==> config.mk <==
export PLATFORM = sky130hd
export DESIGN_NAME = muldiv_unit_flat
export DESIGN_NICKNAME = d
export VERILOG_FILES = /design/src/rtl/muldiv_unit_if.sv /design/src/rtl/muldiv_unit.sv /design/src/flat_wrapper.sv
export SDC_FILE = /design/constraint.sdc
export NUM_CORES = 1
export LEC_CHECK = 0
export ABC_AREA = 1
export CORE_ASPECT_RATIO = 0.5
export CORE_UTILIZATION = 39
export DETAILED_ROUTE_END_ITERATION = 7
export GPL_ROUTABILITY_DRIVEN = 0
export MAX_ROUTING_LAYER = met4
export SETUP_SLACK_MARGIN = 0.5
export SYNTH_ARGS = -nofsm -noshare
export SYNTH_HDL_FRONTEND = slang
export SYNTH_SLANG_ARGS = --single-unit
==> constraint.sdc <==
create_clock -name clock -period 26.1 [get_ports clock]
set_input_delay 2.61 -clock clock [delete_from_list [all_inputs] [get_ports clock]]
set_output_delay 2.61 -clock clock [all_outputs]
set_load 0.005 [all_outputs]
==> src/rtl/muldiv_unit_if.sv <==
// Bundle of the request, MTHI/MTLO and result signals exchanged between the
// EX stage (master) and the iterative multiply/divide unit (slave).
interface muldiv_unit_if #(
  parameter int unsigned WIDTH = 32
);
  logic             start;
  logic [1:0]       op;
  logic [WIDTH-1:0] a;
  logic [WIDTH-1:0] b;
  logic             flush;
  logic             hi_we;
  logic             lo_we;
  logic [WIDTH-1:0] wdata;
  logic             busy;
  logic             done;
  logic             div_by_zero;
  logic [WIDTH-1:0] hi;
  logic [WIDTH-1:0] lo;

  modport master (
    output start, op, a, b, flush, hi_we, lo_we, wdata,
    input  busy, done, div_by_zero, hi, lo
  );

  modport slave (
    input  start, op, a, b, flush, hi_we, lo_we, wdata,
    output busy, done, div_by_zero, hi, lo
  );
endinterface

==> src/rtl/muldiv_unit.sv <==
// Iterative MULT/MULTU/DIV/DIVU unit owning the architectural HI/LO pair.
// Operands are reduced to magnitudes on entry, iterated for WIDTH cycles
// (shift-add multiply or restoring divide), then sign-corrected in one
// extra cycle before HI/LO are written.
module muldiv_unit #(
  parameter int unsigned WIDTH = 32
) (
  input logic         clock,
  input logic         reset,
  muldiv_unit_if.slave bus
);

  localparam int unsigned CNT_W = $clog2(WIDTH + 1);

  typedef enum logic [1:0] {
    S_IDLE,
    S_CALC,
    S_FIX
  } state_t;

  state_t             r_state;
  logic               r_busy;
  logic               r_done;
  logic               r_dbz_pulse;
  logic [WIDTH-1:0]   r_hi;
  logic [WIDTH-1:0]   r_lo;
  logic [CNT_W-1:0]   r_cnt;
  logic               r_is_div;
  logic               r_dbz;
  logic               r_neg_q;
  logic               r_neg_r;
  logic [WIDTH-1:0]   r_raw_a;
  logic [WIDTH-1:0]   r_opb;
  logic [2*WIDTH-1:0] r_acc;
  logic [WIDTH:0]     r_rem;
  logic [WIDTH-1:0]   r_quo;

  logic               w_signed;
  logic               w_is_div;
  logic [WIDTH-1:0]   w_abs_a;
  logic [WIDTH-1:0]   w_abs_b;
  logic [WIDTH:0]     w_mul_sum;
  logic [WIDTH:0]     w_div_shift;
  logic [WIDTH:0]     w_div_trial;
  logic [2*WIDTH-1:0] w_prod;
  logic [WIDTH-1:0]   w_quo;
  logic [WIDTH-1:0]   w_rem;

  assign bus.busy        = r_busy;
  assign bus.done        = r_done;
  assign bus.div_by_zero = r_dbz_pulse;
  assign bus.hi          = r_hi;
  assign bus.lo          = r_lo;

  // Operand magnitudes for signed ops; unsigned ops pass operands through.
  always_comb begin
    w_signed = ~bus.op[0];
    w_is_div = bus.op[1];
    w_abs_a  = bus.a;
    w_abs_b  = bus.b;
    if (w_signed && bus.a[WIDTH-1]) w_abs_a = '0 - bus.a;
    if (w_signed && bus.b[WIDTH-1]) w_abs_b = '0 - bus.b;
  end

  // One iteration step of each algorithm and the sign-corrected results.
  always_comb begin
    // Multiply: add multiplicand into the upper half when the LSB of the
    // shifting multiplier is set; the carry becomes the new top bit.
    w_mul_sum   = {1'b0, r_acc[2*WIDTH-1:WIDTH]}
                + (r_acc[0] ? {1'b0, r_opb} : '0);
    // Divide: bring in the next dividend bit and trial-subtract the divisor.
    w_div_shift = {r_rem[WIDTH-1:0], r_quo[WIDTH-1]};
    w_div_trial = w_div_shift - {1'b0, r_opb};
    w_prod      = r_neg_q ? ('0 - r_acc) : r_acc;
    w_quo       = r_neg_q ? ('0 - r_quo) : r_quo;
    w_rem       = r_neg_r ? ('0 - r_rem[WIDTH-1:0]) : r_rem[WIDTH-1:0];
  end

  // Control FSM, iterative datapath and HI/LO ownership.
  always_ff @(posedge clock or posedge reset) begin
    if (reset) begin
      r_state     <= S_IDLE;
      r_busy      <= 1'b0;
      r_done      <= 1'b0;
      r_dbz_pulse <= 1'b0;
      r_hi        <= '0;
      r_lo        <= '0;
      r_cnt       <= '0;
      r_is_div    <= 1'b0;
      r_dbz       <= 1'b0;
      r_neg_q     <= 1'b0;
      r_neg_r     <= 1'b0;
      r_raw_a     <= '0;
      r_opb       <= '0;
      r_acc       <= '0;
      r_rem       <= '0;
      r_quo       <= '0;
    end else begin
      r_done      <= 1'b0;
      r_dbz_pulse <= 1'b0;
      case (r_state)
        S_IDLE: begin
          if (bus.hi_we) r_hi <= bus.wdata;
          if (bus.lo_we) r_lo <= bus.wdata;
          if (bus.start && !bus.flush) begin
            r_state  <= S_CALC;
            r_busy   <= 1'b1;
            r_cnt    <= CNT_W'(WIDTH);
            r_is_div <= w_is_div;
            r_dbz    <= w_is_div && (bus.b == '0);
            r_neg_q  <= w_signed && (bus.a[WIDTH-1] ^ bus.b[WIDTH-1]);
            r_neg_r  <= w_signed && bus.a[WIDTH-1];
            r_raw_a  <= bus.a;
            // Multiply keeps |a| as multiplicand and |b| in the low half of
            // the accumulator; divide keeps |b| as divisor and shifts |a|
            // out of the quotient register.
            r_opb    <= w_is_div ? w_abs_b : w_abs_a;
            r_acc    <= {{WIDTH{1'b0}}, w_abs_b};
            r_rem    <= '0;
            r_quo    <= w_abs_a;
          end
        end
        S_CALC: begin
          if (bus.flush) begin
            r_state <= S_IDLE;
            r_busy  <= 1'b0;
          end else begin
            if (r_is_div) begin
              if (!w_div_trial[WIDTH]) begin
                r_rem <= w_div_trial;
                r_quo <= {r_quo[WIDTH-2:0], 1'b1};
              end else begin
                r_rem <= w_div_shift;
                r_quo <= {r_quo[WIDTH-2:0], 1'b0};
              end
            end else begin
              r_acc <= {w_mul_sum, r_acc[WIDTH-1:1]};
            end
            r_cnt <= r_cnt - 1'b1;
            if (r_cnt == CNT_W'(1)) r_state <= S_FIX;
          end
        end
        S_FIX: begin
          r_state <= S_IDLE;
          r_busy  <= 1'b0;
          if (!bus.flush) begin
            r_done <= 1'b1;
            if (!r_is_div) begin
              r_hi <= w_prod[2*WIDTH-1:WIDTH];
              r_lo <= w_prod[WIDTH-1:0];
            end else if (r_dbz) begin
              r_hi        <= r_raw_a;
              r_lo        <= '1;
              r_dbz_pulse <= 1'b1;
            end else begin
              r_hi <= w_rem;
              r_lo <= w_quo;
            end
          end
        end
        default: begin
          r_state <= S_IDLE;
          r_busy  <= 1'b0;
        end
      endcase
    end
  end

endmodule

==> src/flat_wrapper.sv <==
// flat-port wrapper written by rule: the top's interface ports become plain ports
module muldiv_unit_flat 
#(
  parameter int unsigned WIDTH = 32
)
  (clock, reset, bus_start, bus_op, bus_a, bus_b, bus_flush, bus_hi_we, bus_lo_we, bus_wdata, bus_busy, bus_done, bus_div_by_zero, bus_hi, bus_lo);
  muldiv_unit_if #(.WIDTH(WIDTH)) bus_i ();
  input logic clock;
  input logic reset;
  input wire logic [$bits(bus_i.start)-1:0] bus_start;
  input wire logic [$bits(bus_i.op)-1:0] bus_op;
  input wire logic [$bits(bus_i.a)-1:0] bus_a;
  input wire logic [$bits(bus_i.b)-1:0] bus_b;
  input wire logic [$bits(bus_i.flush)-1:0] bus_flush;
  input wire logic [$bits(bus_i.hi_we)-1:0] bus_hi_we;
  input wire logic [$bits(bus_i.lo_we)-1:0] bus_lo_we;
  input wire logic [$bits(bus_i.wdata)-1:0] bus_wdata;
  output wire logic [$bits(bus_i.busy)-1:0] bus_busy;
  output wire logic [$bits(bus_i.done)-1:0] bus_done;
  output wire logic [$bits(bus_i.div_by_zero)-1:0] bus_div_by_zero;
  output wire logic [$bits(bus_i.hi)-1:0] bus_hi;
  output wire logic [$bits(bus_i.lo)-1:0] bus_lo;
  assign bus_i.start = bus_start;
  assign bus_i.op = bus_op;
  assign bus_i.a = bus_a;
  assign bus_i.b = bus_b;
  assign bus_i.flush = bus_flush;
  assign bus_i.hi_we = bus_hi_we;
  assign bus_i.lo_we = bus_lo_we;
  assign bus_i.wdata = bus_wdata;
  assign bus_busy = bus_i.busy;
  assign bus_done = bus_i.done;
  assign bus_div_by_zero = bus_i.div_by_zero;
  assign bus_hi = bus_i.hi;
  assign bus_lo = bus_i.lo;
  muldiv_unit #(.WIDTH(WIDTH)) u_core (.clock(clock), .reset(reset), .bus(bus_i));
endmodule
==> flow_summary.toml <==
[worst_setup_path]
crit_path_max_incr_delay_ps = 690
crit_slowest_cell = "sky130_fd_sc_hd__clkdlybuf4s50_1"
worst-path-stages = 13
timing.critical_path.cells = "clkdlybuf4s50_1 -> nor2_1 -> inv_2 -> nand2_1 -> inv_2 -> nand2_2 -> inv_4 -> nor2_8 -> inv_2 -> buf_4 -> o21ai_0 -> a21oi_1 -> a21oi_1"
crit_family = "buffers and inverters"
worst_setup_path_endpoint = "u_core.r_acc[10]"
cell_with_the_most_instances_on_the_worst_path = "sky130_fd_sc_hd__inv_2"
critPathLaunch = "bus_flush"
crit_arrival_ps = 5420
critical_path.max_fanout = 62
critPathRequiredTime_ps = 26560
crit-reg2reg-launch = "u_core.r_acc[0]"
path_depth_of_the_worst_reg2reg_path = 13
critPathCaptureType = "flip-flop"
critical_path.reg2reg.endpoint = "u_core.r_acc[61]"
worstSetupStartpointType = "input port"
ws_path_type = "in -> reg"
setup.reg_to_reg.worst_slack_ps = 21880
cp_num_buf_inv = 6

[timing]
fmax_mhz = 202
max_slew.worst_pin.slew_ps = 1450
timing.final.hold_violations = 0
final.min_clock_period_ps = 4960
max_slew_headroom_at_the_worst_pin_pct = 2.56
hold-worst-slack_ps = 485
setup_violations = 0
timing.final.crit_share_pct = 19.0
grt_setup_unrepaired = "no"
final-max-slew-violation-count = 0
clock-skew-final_ps = 24.0
setup-tns-final_ps = 0

[floorplan]
die-area_um2 = 58400
fp.dieW_um = 341
die_h_um = 171
placeableCoreArea_um2 = 56100
design.portCount = 171
row_count = 61
effective_utilization_at_floorplan_pct = 39.9

[final_layout]
fillers = 5911
register_area_um2 = 6780
final_net_count = 3919
flow.area_growth_from_synthesis_pct = 14.9
multiInputGateArea_um2 = 13500
post_route_cells_drive_above_1_share_pct = 2.90
final-instance-count-excl-fill = 4520

[synthesis]
synth.cell_area_um2 = 22400
synthesis.nets = 3822
synthDominantCellAreaShare_pct = 30.3
synth-warning-count = 0
post-synth-top-area-cell = "sky130_fd_sc_hd__dfrtp_1"
yosys_register_bits = 271
synthTopCellsByArea = "sky130_fd_sc_hd__dfrtp_1 (30%), sky130_fd_sc_hd__nand2_1 (18%), sky130_fd_sc_hd__nor2_1 (8.3%)"
synth_edf_count = 0
synth.most_common_cell = "sky130_fd_sc_hd__nand2_1"
synth_cells = 3645
avgSynthCellArea_um2 = 6.14
ys_top_cells_by_count = "sky130_fd_sc_hd__nand2_1 (1056), sky130_fd_sc_hd__nor2_1 (493), sky130_fd_sc_hd__inv_1 (410)"
synth.lib_cells_used.distinct = 45
share_of_async_settable_or_async_resettable_flops_after_synthesis_pct = 100
yosysSeqAreaShare_pct = 30.3
dominantRegCellSynth = "sky130_fd_sc_hd__dfrtp_1"

[grt]
number_of_antenna_violations_at_the_first_check_in_global_routing = 3
via_count_of_the_first_global_routing_pass = 23085
grt_start_max_net_pins = 83
grt_overflow = 0
grt_util_all_layers_pct = 33.3
grt_first_pass_wirelength_mm = 142

[pwr]
power_density_nw_per_um2 = 118
power.ir.vdd_worst_uv = 68.5
power.combinational.fraction_pct = 58.5
p_seq_share_pct = 26.7
clock_power_share_pct = 14.8
static_leakage_nw = 12.8
netSwitchingFraction_pct = 53.4
net-switching-power_w = 0.00163
power_report.internal_total_w = 0.00142

[detailed_routing]
drt_iter0_drc = 3091
post_drt_wl_per_cell_um = 21.3
drc = 0
route.detailed.vias_per_inst = 5.56
totalWireLength_mm = 96.3
detail_route.first_pass.iterations = 6
drtAntennaViolNets = 0
via_count_of_the_routed_design = 25129

[place]
buffer_ports.inserted = 170
placed_cells_incl_taps = 4468
hpwl_mm = 77.0

[cts]
cts_tree = "done"
clk_latency_ps = 600
post_cts_buffers = 0
postCtsResizedCells = 0
clock-root-buffer = "sky130_fd_sc_hd__clkbuf_16"
clk_path_buf_depth = 3
cts_hold_buffers = 0
cts_htree_levels = 1
cts_num_sinks = 271
cts_inserted_buffers = 28
clkSlewWorstSetupHoldPaths_ps = 70

[run]
max-cap-violations = 0

[run_status]
outcome = "completed"

[worst_hold_path]
min-delay-path-class = "reg -> reg"
-- per-layer routing --
| metal | global-route usage [%] | share of wire, % | wire length [um] |
|---|---|---|---|
| met3 | 12.5 | 13 | 12600 |
| met4 | 7.95 | 2.5 | 2450 |
| met5 | - | 0 | 0 |
| met2 | 48.7 | 42 | 40300 |
| met1 | 43.4 | 42 | 40900 |
-- power by group through the flow --
stage               Combinational, W  Sequential (W)  Clock (W)
finish                       0.00178        0.000814   0.000452
floorplan                    0.00117        0.000711          0
CTS                          0.00173        0.000802   0.000450
detailed placement           0.00172        0.000807          0
global placement             0.00171        0.000807          0
global route                 0.00197        0.000825   0.000468
-- per-stage QoR --
stage | utilization [%] | worst slack (ps) | instance area (um2) | total power, W
final | 45.9 | 21140 | 25700 | 0.00305
after CTS | 45.9 | 21130 | 25700 | 0.00298
after detailed placement | 44.1 | 20520 | 24700 | 0.00253
after floorplan | - | 16020 | 22400 | 0.00188
after global routing | 45.9 | 20800 | 25700 | 0.00326
after global placement | 44.1 | 20550 | 24700 | 0.00251
-- registers in the layout, summed over array words and instances, names as in the netlist, 2 cells and up --
signal,flops
u_core.r_acc,64
u_core.r_cnt,6
u_core.r_opb,32
u_core.r_raw_a,32
u_core.r_state,2
u_core.bus.lo,32
u_core.bus.hi,32
u_core.r_rem,32
u_core.r_quo,32
-- worst reg2reg max path, delay by kind of cell (launching register included) --
family / cells / cell delay (ps)
fa+ha+maj: 2 / 530
buf+inv: 3 / 270
simple gates: 3 / 540
compound gates: 5 / 1630
flops: 1 / 1100
-- cell families (layout without fill, tap and decap cells) --
group / count (synthesis) / after routing / share of synthesized area, %
XOR/XNOR: 71 / 71 / 2.78
AO/OA/AOI/OAI: 703 / 703 / 17.1
other: 0 / 1 / 0
AND/OR/NAND/NOR: 1979 / 1979 / 36.3
adder cells (fa/ha/maj): 73 / 73 / 4.15
buffers and inverters: 548 / 666 / 9.44
flip-flops: 271 / 271 / 30.3
-- final cells by class --
class / count / area share [%]
Sequential cell: 271 / 26.4
Clock buffer: 35 / 3.10
Antenna cell: 1 / 0.00973
Tap cell: 756 / 3.68
Timing Repair Buffer: 194 / 7.32
Inverter: 421 / 6.18
Clock inverter: 16 / 0.778
Multi-Input combinational cell: 2826 / 52.6
-- worst min-delay path by stage --
stage / startpoint / to / cells past startpoint
2_1_floorplan: u_core.r_raw_a[13] / u_core.r_raw_a[13] / 2
3_3_place_gp: u_core.r_raw_a[14] / u_core.r_raw_a[14] / 2
3_5_place_dp: u_core.r_raw_a[9] / u_core.r_raw_a[9] / 2
4_1_cts: u_core.r_raw_a[14] / u_core.r_raw_a[14] / 2
5_1_grt: u_core.r_raw_a[18] / u_core.r_raw_a[18] / 2
6_report: u_core.r_raw_a[13] / u_core.r_raw_a[13] / 2
-- placed cells by master, fill, tap and decap left out, drive strengths merged, types with 21 or more instances in the layout --
cell	count
o21ai	320
xor2	55
ha	71
o22ai	21
clkbuf	35
buf	24
nor3	26
nor2	501
dfrtp	271
a21oi	254
inv	422
o211ai	35
nand4	37
nand3	331
nand2	1057
clkdlybuf4s50	170
(Power assumes the default switching activity.)
